--- src/rtl/midori_ctrl_pkg.sv ---
// Shared constants and types for the Midori64 shared-core control wrappers.
// FSM encoding, default sizing and the share recombination helper live here.
package midori_ctrl_pkg;

  localparam int DEF_TIMEOUT_CYCLES = 128;
  localparam int DEF_CNT_W          = 16;
  localparam int STATE_W            = 64;
  localparam int KEY_W              = 128;
  localparam int N_SHARES           = 3;

  typedef enum logic [2:0] {
    ST_IDLE  = 3'd0,
    ST_ARM   = 3'd1,
    ST_START = 3'd2,
    ST_WAIT  = 3'd3,
    ST_HOLD  = 3'd4
  } ctrl_state_t;

  function automatic logic [STATE_W-1:0] unmask(
    input logic [N_SHARES-1:0][STATE_W-1:0] shares
  );
    logic [STATE_W-1:0] acc;
    acc = '0;
    for (int i = 0; i < N_SHARES; i++) begin
      acc = acc ^ shares[i];
    end
    return acc;
  endfunction

endpackage

--- src/rtl/midori_ct_unmask_collect_sat_counter.sv ---
// Saturating up-counter: increments on inc, sticks at all-ones.
// Synchronous active-high reset clears to zero.
module sat_counter #(
  parameter int W = 16
) (
  input  logic         clk,
  input  logic         reset,
  input  logic         inc,
  output logic [W-1:0] count
);

  logic [W-1:0] r_count;

  always_ff @(posedge clk) begin
    if (reset) begin
      r_count <= '0;
    end else if (inc && (r_count != {W{1'b1}})) begin
      r_count <= r_count + W'(1);
    end
  end

  assign count = r_count;

endmodule

--- src/rtl/midori_ct_unmask_collect.sv ---
// Runs one shared-core encryption per request, recombines the ciphertext shares,
// optionally checks against an expected value and holds the result until accepted.
module midori_ct_unmask_collect
  import midori_ctrl_pkg::*;
#(
  parameter int TIMEOUT_CYCLES = DEF_TIMEOUT_CYCLES,
  parameter int CNT_W          = DEF_CNT_W
) (
  input  logic             clk,
  input  logic             reset,
  input  logic             req,
  input  logic             exp_valid,
  input  logic [63:0]      exp_ct,
  output logic             core_start,
  input  logic             core_done,
  input  logic [63:0]      ct_share_1,
  input  logic [63:0]      ct_share_2,
  input  logic [63:0]      ct_share_3,
  output logic             res_valid,
  input  logic             res_ready,
  output logic [63:0]      res_ct,
  output logic             res_match,
  output logic             res_timeout,
  output logic             busy,
  output logic [CNT_W-1:0] run_count,
  output logic [CNT_W-1:0] err_count
);

  localparam int                WC_W    = $clog2(TIMEOUT_CYCLES + 1);
  localparam logic [WC_W-1:0]   TC_LAST = WC_W'(TIMEOUT_CYCLES - 1);

  ctrl_state_t          r_state;
  ctrl_state_t          w_next;
  logic [WC_W-1:0]      r_wait_cnt;
  logic [STATE_W-1:0]   r_exp_ct;
  logic                 r_exp_vld;
  logic [STATE_W-1:0]   r_res_ct;
  logic                 r_res_match;
  logic                 r_res_timeout;
  logic [STATE_W-1:0]   w_ct;
  logic                 w_tc;
  logic                 w_in_wait;
  logic                 w_run_inc;
  logic                 w_err_inc;

  assign w_ct      = unmask({ct_share_3, ct_share_2, ct_share_1});
  assign w_tc      = (r_wait_cnt == TC_LAST);
  assign w_in_wait = (r_state == ST_WAIT);

  always_ff @(posedge clk) begin
    if (reset) begin
      r_state <= ST_IDLE;
    end else begin
      r_state <= w_next;
    end
  end

  always_comb begin
    w_next = r_state;
    case (r_state)
      ST_IDLE:  if (req) w_next = ST_ARM;
      ST_ARM:   w_next = ST_START;
      ST_START: w_next = ST_WAIT;
      ST_WAIT:  if (core_done || w_tc) w_next = ST_HOLD;
      ST_HOLD:  if (res_ready) w_next = ST_IDLE;
      default:  w_next = ST_IDLE;
    endcase
  end

  // core_done takes priority over the terminal count in the same cycle
  always_ff @(posedge clk) begin
    if (reset) begin
      r_wait_cnt    <= '0;
      r_exp_ct      <= '0;
      r_exp_vld     <= 1'b0;
      r_res_ct      <= '0;
      r_res_match   <= 1'b0;
      r_res_timeout <= 1'b0;
    end else begin
      case (r_state)
        ST_IDLE: begin
          if (req) begin
            r_exp_ct  <= exp_ct;
            r_exp_vld <= exp_valid;
          end
        end
        ST_START: r_wait_cnt <= '0;
        ST_WAIT: begin
          r_wait_cnt <= r_wait_cnt + WC_W'(1);
          if (core_done) begin
            r_res_ct      <= w_ct;
            r_res_match   <= r_exp_vld && (w_ct == r_exp_ct);
            r_res_timeout <= 1'b0;
          end else if (w_tc) begin
            r_res_ct      <= '0;
            r_res_match   <= 1'b0;
            r_res_timeout <= 1'b1;
          end
        end
        default: ;
      endcase
    end
  end

  assign w_run_inc = w_in_wait && (core_done || w_tc);
  assign w_err_inc = w_in_wait &&
                     (core_done ? (r_exp_vld && (w_ct != r_exp_ct)) : w_tc);

  sat_counter #(.W(CNT_W)) u_run_cnt (
    .clk   (clk),
    .reset (reset),
    .inc   (w_run_inc),
    .count (run_count)
  );

  sat_counter #(.W(CNT_W)) u_err_cnt (
    .clk   (clk),
    .reset (reset),
    .inc   (w_err_inc),
    .count (err_count)
  );

  assign core_start  = (r_state == ST_START);
  assign busy        = (r_state != ST_IDLE);
  assign res_valid   = (r_state == ST_HOLD);
  assign res_ct      = r_res_ct;
  assign res_match   = r_res_match;
  assign res_timeout = r_res_timeout;

endmodule

--- config.mk ---
export PLATFORM = sky130hd
export DESIGN_NAME = midori_ct_unmask_collect
export DESIGN_NICKNAME = d
export VERILOG_FILES = /design/src/rtl/midori_ctrl_pkg.sv /design/src/rtl/midori_ct_unmask_collect_sat_counter.sv /design/src/rtl/midori_ct_unmask_collect.sv
export SDC_FILE = /design/constraint.sdc
export NUM_CORES = 1
export LEC_CHECK = 0
export ABC_AREA = 0
export CORE_MARGIN = 5
export CORE_UTILIZATION = 40
export CTS_CLUSTER_SIZE = 12
export DETAILED_ROUTE_END_ITERATION = 16
export PLACE_DENSITY = 0.8
export SYNTH_ARGS = -nofsm -noshare
export SYNTH_HDL_FRONTEND = slang
export SYNTH_HIERARCHICAL = 1
export SYNTH_SLANG_ARGS = --single-unit
export TNS_END_PERCENT = 1
--- constraint.sdc ---
create_clock -name clk -period 3.4 [get_ports clk]
set_clock_uncertainty 0.05 [all_clocks]
set_input_delay 1.02 -clock clk [delete_from_list [all_inputs] [get_ports clk]]
set_output_delay 1.02 -clock clk [all_outputs]
set_load 0.02 [all_outputs]
* Word-level counts from Yosys, hierarchy flattened
Index checks and enable logic that the tools add are counted.
** Storage, ports and cells
- Input port bits :: 262
- Register bits after elaboration :: 174
** Cells by class
- Add/sub/neg operators :: 3
- Reductions and logical operators :: 14
- Eq/ne operators :: 12
- Bitwise operators :: 2
- Mux-type cells :: 12
** Operators by type and width (count)
- $mux 64 :: 2
- $xor 64x64->64 :: 2
- $eq 64x64->1 :: 1
- $ne 64x64->1 :: 1
- $add 16x1->16 const B :: 2
- $ne 16x16->1 const B :: 2
- $pmux 8 s2 :: 1
- $pmux 3 s5 :: 1
- $mux 3 :: 3
- $add 8x1->8 const B :: 1
- $eq 8x7->1 const B :: 1
- $eq 3x2->1 const B :: 2
- $logic_and 1x1->1 :: 6
- $mux 1 :: 5
- $ne 2x1->1 const B :: 2
- $reduce_and 2->1 :: 2
- $reduce_bool 2->1 :: 2
- $eq 3x1->1 const B :: 1
- $eq 3x3->1 const B :: 1
- $logic_not 3->1 :: 1
- $reduce_and 3->1 :: 1
- $reduce_bool 3->1 :: 1
- $ne 2x2->1 const B :: 1
- $logic_or 1x1->1 :: 1

* Depth between registers and ports, before layout
Gate-level depths: netlist (run 1).
- Depth in word-level cells :: 7
- Mapped depth :: 11
- Depth with buffers taken out :: 11

* Cells and area by module
The synthesis (run 1) kept the hierarchy.
** Modules (own cells, without submodules)
- midori_ct_unmask_collect :: instances 1, area each 7467.2 µm², seq. area each 2842.7 µm², cells each 899
- sat_counter :: instances 2, area each 848.3 µm², seq. area each 320.3 µm², cells each 99

* Worst setup path before layout (run 1)
OpenSTA, ideal clock, no wires.
- Path type :: input to register
- Start :: input port ct_share_2[5]
- End :: register u_err_cnt.r_count[9] (netlist: u_err_cnt/count[9])
- Required time :: 3280 ps
- Path buffers :: 1
- Setup time :: 70 ps
- Slack :: -89 ps
- Data arrival time :: 3369 ps
- Stages on the path :: 11
- Path through :: xnor3_1 > a2bb2oi_2 > o221ai_2 > or4_1 > nor3_1 > and4_1 > a221oi_1 > nand2_1 > clkbuf_1 > or4_1 > a21oi_1
** Between the ends
- Cells in the longest elaborated chain, start to end :: 7
** Ends and longest elaborated chain
- from (decl) :: RTL line midori_ct_unmask_collect.sv:17 : input logic [63:0] ct_share_2,
- $xor 64x64->64 (2 in a row) :: RTL line midori_ctrl_pkg.sv:25 : acc = acc ^ shares[i];
- $ne 64x64->1 :: RTL line midori_ct_unmask_collect.sv:107 : (core_done ? (r_exp_vld && (w_ct != r_exp_ct)) : w_tc);
- $logic_and 1x1->1 :: RTL line midori_ct_unmask_collect.sv:107
- $mux 1 :: RTL line midori_ct_unmask_collect.sv:107
- $logic_and 1x1->1 :: RTL line midori_ct_unmask_collect.sv:106 : assign w_err_inc = w_in_wait &&
- named net w_err_inc :: RTL line midori_ct_unmask_collect.sv:44 : logic w_err_inc;
- $logic_and 1x1->1 :: RTL line midori_ct_unmask_collect_sat_counter.sv:17 : end else if (inc && (r_count != {W{1'b1}})) begin
- to (signal assigned) :: RTL line midori_ct_unmask_collect_sat_counter.sv:18 : r_count <= r_count + W'(1);
- to (decl) :: RTL line midori_ct_unmask_collect_sat_counter.sv:12 : logic [W-1:0] r_count;
The timed path passes the listed nets, and every way through them passes these cells.
A chain may end at the register's enable or synchronous reset.

* Worst setup path after layout (run 1)
- Start :: input port ct_share_1[30]
- End :: register u_err_cnt.r_count[6] (netlist: u_err_cnt/count[6])
** Between the ends
- Cells in the longest elaborated chain, start to end :: 7
** Ends and longest elaborated chain
- from (decl) :: RTL line midori_ct_unmask_collect.sv:16 : input logic [63:0] ct_share_1,
- $xor 64x64->64 (2 in a row) :: RTL line midori_ctrl_pkg.sv:25
- $ne 64x64->1 :: RTL line midori_ct_unmask_collect.sv:107
- $logic_and 1x1->1 :: RTL line midori_ct_unmask_collect.sv:107
- $mux 1 :: RTL line midori_ct_unmask_collect.sv:107
- $logic_and 1x1->1 :: RTL line midori_ct_unmask_collect.sv:106
- named net w_err_inc :: RTL line midori_ct_unmask_collect.sv:44
- $logic_and 1x1->1 :: RTL line midori_ct_unmask_collect_sat_counter.sv:17
The timed path passes the listed nets, and every way through them passes these cells.

==> reports/metrics.yaml, run 1 <==
status:
  outcome: "completed"
clock_tree:
  cts_root_buffer: "clkbuf_16"
  clk_pin_slew_worst_paths_ns: 0.07
  cts_hold_buf: 0
  htree_levels: 4
  clk_latency_ns: 0.43
  cts_buffers: 17
  clkSinkCount: 174
  cts_buffer_depth: 2
  cts_tree: "built"
final_layout:
  area_growth_pct: 72.51
  fill_cells: 1674
  final_common_cell: "clkdlybuf4s50_1"
  multi_input_area_sq_um: 6379
  regArea_sq_um: 3483
  fin_cells: 1874
  final_core_util_pct: 70.04
  drive_gt1_share_pct: 21.24
  final_cell_mix: "clkdlybuf4s50_1, dfxtp_1, nand2_1, buf_4, nor2_1"
  finalNetCount: 1834
grt:
  grt_pass1_wl_microns: 56800
  antenna_found_initial: 8
  grt_pass1_vias: 9949
  grt_overflow_total: 0
  grt_max_degree: 73
  groute.usage.overall_pct: 27.97
setup_path:
  crit_end: "u_err_cnt/count[6]$_SDFFE_PP0P_"
  rrSetupSlack_ns: 0.57
  worstRegToRegCells: 11
  cp.required_ns: 3.72
  path_class: "input pin to flip-flop"
  crit_chain: "clkdlybuf4s50_1 > xnor2_1 > xnor2_1 > xor2_1 > nor2_2 > o2111ai_2 > nor3_2 > a221oi_4 > and4_4 > o41ai_4 > or3_1 > a21oi_2"
  endpoint_kind: "flip-flop"
  regToRegStartpoint: "r_exp_ct[0]$_SDFFE_PP0P_"
  path_max_fanout: 4
  crit_path_start: "ct_share_1[30]"
  cpMaxStageDelayCell: "clkdlybuf4s50_1"
  critPathMostFrequentCell: "xnor2_1"
  startpoint_type: "input pin"
  critPathMaxStageDelay_ns: 0.42
  crit_arrival_ns: 3.71
  reg2reg_to: "u_err_cnt/count[6]$_SDFFE_PP0P_"
floorplanning:
  dieArea_sq_um: 26040
  rows: 55
  die_h_microns: 161.4
  core_sq_um: 22570
  start_util_pct: 40.60
  io_pins: 363
  fp.dieW_microns: 161.4
synth:
  yosys.area.top_type: "dfxtp_1"
  synth_cells: 1097
  syn_area_sq_um: 9164
  postSynth.asyncResetShare_pct: 0
  synth-seq-cells: 174
  synthDistinctLibCells: 60
  ys_seq_area_share_pct: 38.01
  ys.flop_type: "dfxtp_1"
  synth.avg_cell_area_sq_um: 8.353
  synth-warning-count: 6
  synth.net_count: 1362
  yosysTopAreaCellShare_pct: 38.01
  ys_top_cells_by_area: "dfxtp_1, xnor2_1, nand2_1, a21oi_1, xor2_1"
  synth_edf_count: 0
run:
  maxCapViolations: 0
detailed_routing:
  drt_drc_violations_left: 0
  routedWlPerCell_microns: 21.16
  vias_per_cell: 5.522
  drt_iter0_drc: 952
  firstDrtPassIters: 5
  routed_wirelength_microns: 39660
  dr_total_vias: 10349
  ant_nets: 0
sta:
  fmax_ghz: 0.2948
  relSlewSlack_pct: 40.73
  fin_ws_ns: 0.008366
  min_period_ns: 3.392
  worstMarginPinSlew_ns: 0.8824
  grt_setup_unrepaired: "yes"
  slew_viol_final: 0
  hold_violations: 0
  setup_viol_count_final: 0
  period_share_pct: 99.75
min_path:
  hp-class: "flip-flop to flip-flop"
power:
  max-vdd-ir-drop_v: 0.0002862
  p_leak_nw: 6.675
  power_density_nw_per_um2: 369.0
  p_total_w: 0.005833
placed_design:
  post-place-ws_ns: -0.8289
  gp_congestion: 0.9036
  hpwl_microns: 29110
  placedCellCount: 1805
  portBuffers: 362
[stage by stage]
step	hold WS (ns)	setup TNS, ns	instance area (sq um)
2_1_floorplan	0.3868	0	9170
3_3_place_gp	0.3963	-10.41	13870
3_5_place_dp	0.4003	-11.51	13870
4_1_cts	0.4100	0	14920
5_1_grt	0.4351	-0.8449	15810
6_report	0.4158	0	15810
[worst max-delay path, delay by kind of cell]
| kind | cells | cell delay [ns] |
|---|---|---|
| buffers and inverters | 1 | 0.42 |
| xor gates and xnor gates | 3 | 0.69 |
| AOI/OAI and AO/OA | 4 | 0.71 |
| and+or+nand+nor | 4 | 0.86 |
[per-layer routing]
layer	GRT usage [%]	share of wire (%)
met1	33.79	38
met4	10.24	4.0
met5	0	0.028
met3	5.818	8.4
met2	49.14	50
[timing repair]
action,in CTS,in global routing
endpoints found under the hold margin,0,0
endpoints found under the setup margin,16,16
setup buffers,16,16
gates resized for setup,109,167
pin swaps,74,100
[final cells by class]
cell class,count,share of cell area (%)
multi-input combinational,844,40.35
timing repair buffer,505,30.83
sequential,174,22.03
clock buffer,18,2.778
tap,285,2.256
clock inverter,14,1.005
inverter,27,0.6411
antenna,7,0.1108
[synth_stat cells, drive strengths merged, types with 3 or more instances]
| library cell | instances |
|---|---|
| inv | 27 |
| nand2 | 167 |
| nor4 | 16 |
| nand2b | 4 |
| or3 | 19 |
| a32oi | 4 |
| a32o | 3 |
| nand3 | 25 |
| and2 | 5 |
| nor2b | 10 |
| dfxtp | 174 |
| o22ai | 5 |
| xor3 | 8 |
| o21ai | 16 |
| or4 | 16 |
| nand4 | 17 |
| nand3b | 9 |
| and3 | 3 |
| a21oi | 116 |
| ha | 3 |
| xnor3 | 11 |
| clkbuf | 42 |
| xor2 | 64 |
| nor3 | 15 |
| o21a | 5 |
| xnor2 | 85 |
| buf | 10 |
| o2111ai | 3 |
| o311ai | 6 |
| and4 | 8 |
| o31ai | 12 |
| nor2 | 119 |
| o32ai | 5 |
| a22oi | 39 |
[flip-flops by register name (all words and copies together), names as in the netlist]
name,flops
r_wait_cnt,8
r_exp_ct,64
u_err_cnt/count,16
res_timeout,1
res_match,1
r_exp_vld,1
u_run_cnt/count,16
res_ct,64
r_state,3
[worst min-delay path by stage]
| stage | startpoint | end | slack [ns] | cells past startpoint |
|---|---|---|---|---|
| floorplan | r_exp_ct[23]$_SDFFE_PP0P_ | r_exp_ct[23]$_SDFFE_PP0P_ | 0.39 | 2 |
| global placement | r_exp_ct[48]$_SDFFE_PP0P_ | r_exp_ct[48]$_SDFFE_PP0P_ | 0.40 | 2 |
| detailed placement | r_exp_ct[17]$_SDFFE_PP0P_ | r_exp_ct[17]$_SDFFE_PP0P_ | 0.40 | 2 |
| CTS | r_exp_ct[17]$_SDFFE_PP0P_ | r_exp_ct[17]$_SDFFE_PP0P_ | 0.41 | 2 |
| global route | r_exp_ct[42]$_SDFFE_PP0P_ | r_exp_ct[42]$_SDFFE_PP0P_ | 0.44 | 2 |
| finish | r_exp_ct[24]$_SDFFE_PP0P_ | r_exp_ct[24]$_SDFFE_PP0P_ | 0.42 | 2 |
[cell families (layout without fill, tap and decap cells)]
logic type                 count (synthesis)  after routing  share of synthesized area [%]
muxes                                      4              4                         0.4642
DFF                                      174            174                          38.01
other                                      0              7                              0
buffers and inverters                     79            564                          3.263
AOI/OAI and AO/OA                        232            232                          15.99
and+or+nand+nor                          437            437                          22.84
adders and majority gates                  3              3                         0.4097
xor gates and xnor gates                 168            168                          19.02
[report_power, final]
part           switching [W]  internal (W)
sequential         0.0000714       0.00211
combinational       0.000749      0.000878
clock               0.000906       0.00112
total                0.00173       0.00411
No activity file was read; power rests on OpenSTA's default activity.
==> inputs of run 2 (changes only) <==
- ABC_CLOCK_PERIOD_IN_PS: unset -> 3400
==> results of run 2 <==
No change in the layout: final DEF, timing and power equal those of run 1.
==> inputs of run 3 (changes only) <==
- CORE_ASPECT_RATIO: unset -> 0.6
- CORE_MARGIN: 5 -> unset
- PLACE_DENSITY: 0.8 -> 0.78
==> run 3 against run 2 <==
The flow now finishes with violations (setup timing). Via count rose by 0.23%. Design area about the same. Sequential share of layout area is essentially flat. Global-route usage increased by 3.2 points. Non-clock buffer count rose by 17. Clock power about the same. Die area shrank 9.6%. Core utilization up 1.0 points. Cell count grew 1.8%. Sequential power about the same. Count of clock-buffer cells in the layout is 3 higher. Sequential cell count is the same. Highest routed layer unchanged.
==> reports/metrics.yaml, run 3 (synthesized netlist as in run 1, its figures left out) <==
placed_design:
  portBuffers: 362
  place_area_sq_um: 13940
  gp_congestion: 0.9296
  post-place-ws_ns: -0.9608
  hpwl_microns: 27660
  placedCellCount: 1836
grt:
  grt_pass1_wl_microns: 55500
  antenna_found_initial: 4
  grt_max_degree: 118
  grt_overflow_total: 0
  grt_pass1_vias: 10111
  groute.usage.overall_pct: 31.13
final_layout:
  drive_gt1_share_pct: 21.51
  fin_cells: 1908
  final_common_cell: "clkdlybuf4s50_1"
  finalNetCount: 1851
  design_area_sq_um: 15800
  area_growth_pct: 72.42
  final_cell_mix: "clkdlybuf4s50_1, dfxtp_1, nand2_1, buf_4, nor2_1"
sta:
  relSlewSlack_pct: 37.66
  setup_viol_count_final: 5
  fin_ws_ns: -0.03013
  hold_violations: 0
  min_period_ns: 3.430
  grt_setup_unrepaired: "yes"
  slew_viol_final: 0
  worstMarginPinSlew_ns: 0.9282
  tns_ns: -0.09700
  period_share_pct: 100.9
  fmax_ghz: 0.2915
power:
  power_switching_w: 0.001685
  max-vdd-ir-drop_v: 0.0003902
  power.share.clock_pct: 34.9
  power_density_nw_per_um2: 371.6
  p_comb_share_pct: 27.9
  intPower_w: 0.004187
  p_total_w: 0.005872
  switching_share_pct: 28.70
  pwr-share-seq_pct: 37.2
  p_leak_nw: 6.428
detailed_routing:
  routed_wirelength_microns: 38380
  routedWlPerCell_microns: 20.11
  vias_per_cell: 5.437
  ant_nets: 0
  drt_iter0_drc: 815
  drt_drc_violations_left: 0
  firstDrtPassIters: 7
  dr_total_vias: 10373
floorplanning:
  die_h_microns: 119.2
  core_sq_um: 22230
  dieArea_sq_um: 23540
  fp.dieW_microns: 197.4
  start_util_pct: 41.22
  io_pins: 363
  rows: 42
clock_tree:
  htree_levels: 4
  cts_buffers: 17
  clkSinkCount: 174
  clk_latency_ns: 0.43
  clk_pin_slew_worst_paths_ns: 0.07
  cts_buffer_depth: 2
  cts_tree: "built"
  cts_root_buffer: "clkbuf_16"
setup_path:
  worstRegToRegCells: 12
  crit_chain: "dlygate4sd2_1 > xor2_2 > buf_4 > nand3_1 > o311ai_1 > nor4_2 > buf_4 > o2111ai_4 > nor3_4 > a221oi_4 > nand2_2 > buf_6 > or4_4 > a21oi_2"
  cpMaxStageDelayCell: "or4_4"
  critical-path-top-delay-family: "simple AND/OR/NAND/NOR gates"
  cp_num_buf_inv: 4
  crit_arrival_ns: 3.74
  crit_path_start: "ct_share_1[46]"
  critPathMaxStageDelay_ns: 0.48
  cp.required_ns: 3.71
  regToRegStartpoint: "r_exp_ct[27]$_SDFFE_PP0P_"
  path_max_fanout: 8
  startpoint_type: "input pin"
  rrSetupSlack_ns: 0.52
  path_class: "input pin to flip-flop"
  endpoint_kind: "flip-flop"
  reg2reg_to: "u_err_cnt/count[9]$_SDFFE_PP0P_"
  critPathMostFrequentCell: "buf_4"
min_path:
  hold_depth: 2
  whs_endpoint: "r_exp_ct[23]$_SDFFE_PP0P_"
  hp-class: "flip-flop to flip-flop"
  worstHoldStart: "r_exp_ct[23]$_SDFFE_PP0P_"
run:
  maxCapViolations: 0
status:
  violations: "setup timing"
  outcome: "complete, but fails checks"
==> run 3: cell count changes in the layout (fill, tap and decap cells not counted), moves of 7 or more <==
cell | previous run | this run
xor2_1 | 33 | 41
clkdlybuf4s50_1 | 252 | 245
buf_4 | 137 | 152
xor2_2 | 31 | 21
dlymetal6s2s_1 | 70 | 29
dlygate4sd2_1 | 39 | 82
==> run 3: worst reg2reg max path, stage by stage, from the launching register on <==
cell,delay (ns)
dfxtp_1,0.45
inv_1,0.12
o32ai_4,0.33
buf_6,0.15
nor4_4,0.04
nand4_1,0.13
nor3_2,0.06
and4_4,0.20
a221oi_4,0.36
nand2_2,0.15
buf_6,0.17
or4_4,0.48
a21oi_2,0.13
==> run 3: through the flow <==
stage / hold slack, ns / util (%)
final: 0.4085 / 71.08
after global routing: 0.4367 / 71.07
after CTS: 0.4099 / 69.11
after detailed placement: 0.4013 / 62.73
after global placement: 0.3938 / 62.73
after floorplan: 0.3868 / -
==> run 3: cell type report <==
cell class / count / area, sq um
Clock buffer: 21 / 460.4
Antenna cell: 1 / 2.502
Tap cell: 308 / 385.4
Fill cell: 1686 / 6429
Timing Repair Buffer: 522 / 4828
Sequential cell: 174 / 3483
Multi-Input combinational cell: 844 / 6400
Inverter: 27 / 101.3
Clock inverter: 11 / 138.9
==> run 3: worst max-delay path by stage <==
stage               depth (start not counted)  slack (ns)                                to
finish                                     14       -0.03   u_err_cnt/count[9]$_SDFFE_PP0P_
global route                               15       -0.14  u_err_cnt/count[14]$_SDFFE_PP0P_
CTS                                        13      -0.004   u_err_cnt/count[6]$_SDFFE_PP0P_
detailed placement                         11       -0.96  u_err_cnt/count[11]$_SDFFE_PP0P_
global placement                           11       -0.91  u_err_cnt/count[11]$_SDFFE_PP0P_
floorplan                                  11        0.05   u_err_cnt/count[6]$_SDFFE_PP0P_
==> run 3: timing repair <==
action | 4_1_cts | 5_1_grt
pin swaps | 102 | 81
hold buffers | 0 | 0
setup buffers | 31 | 11
endpoints found under the setup margin | 16 | 16
gates resized for setup | 203 | 88
endpoints found under the hold margin | 0 | 0
==> run 3: routing by layer <==
layer	track usage [%]	share of wire (%)	routed length, microns
met3	8.751	9.8	3757
met2	51.10	47	18210
met5	0	0.060	23
met4	10.51	2.4	935
met1	39.16	40	15460
==> run 3: power groups by stage <==
stage | Clock (W) | Combinational (W) | Sequential [W]
finish | 0.00205 | 0.00164 | 0.00218
global route | 0.00215 | 0.00173 | 0.00219
CTS | 0.00206 | 0.00154 | 0.00218
detailed placement | 0 | 0.00136 | 0.00222
global placement | 0 | 0.00135 | 0.00221
floorplan | 0 | 0.000574 | 0.00221
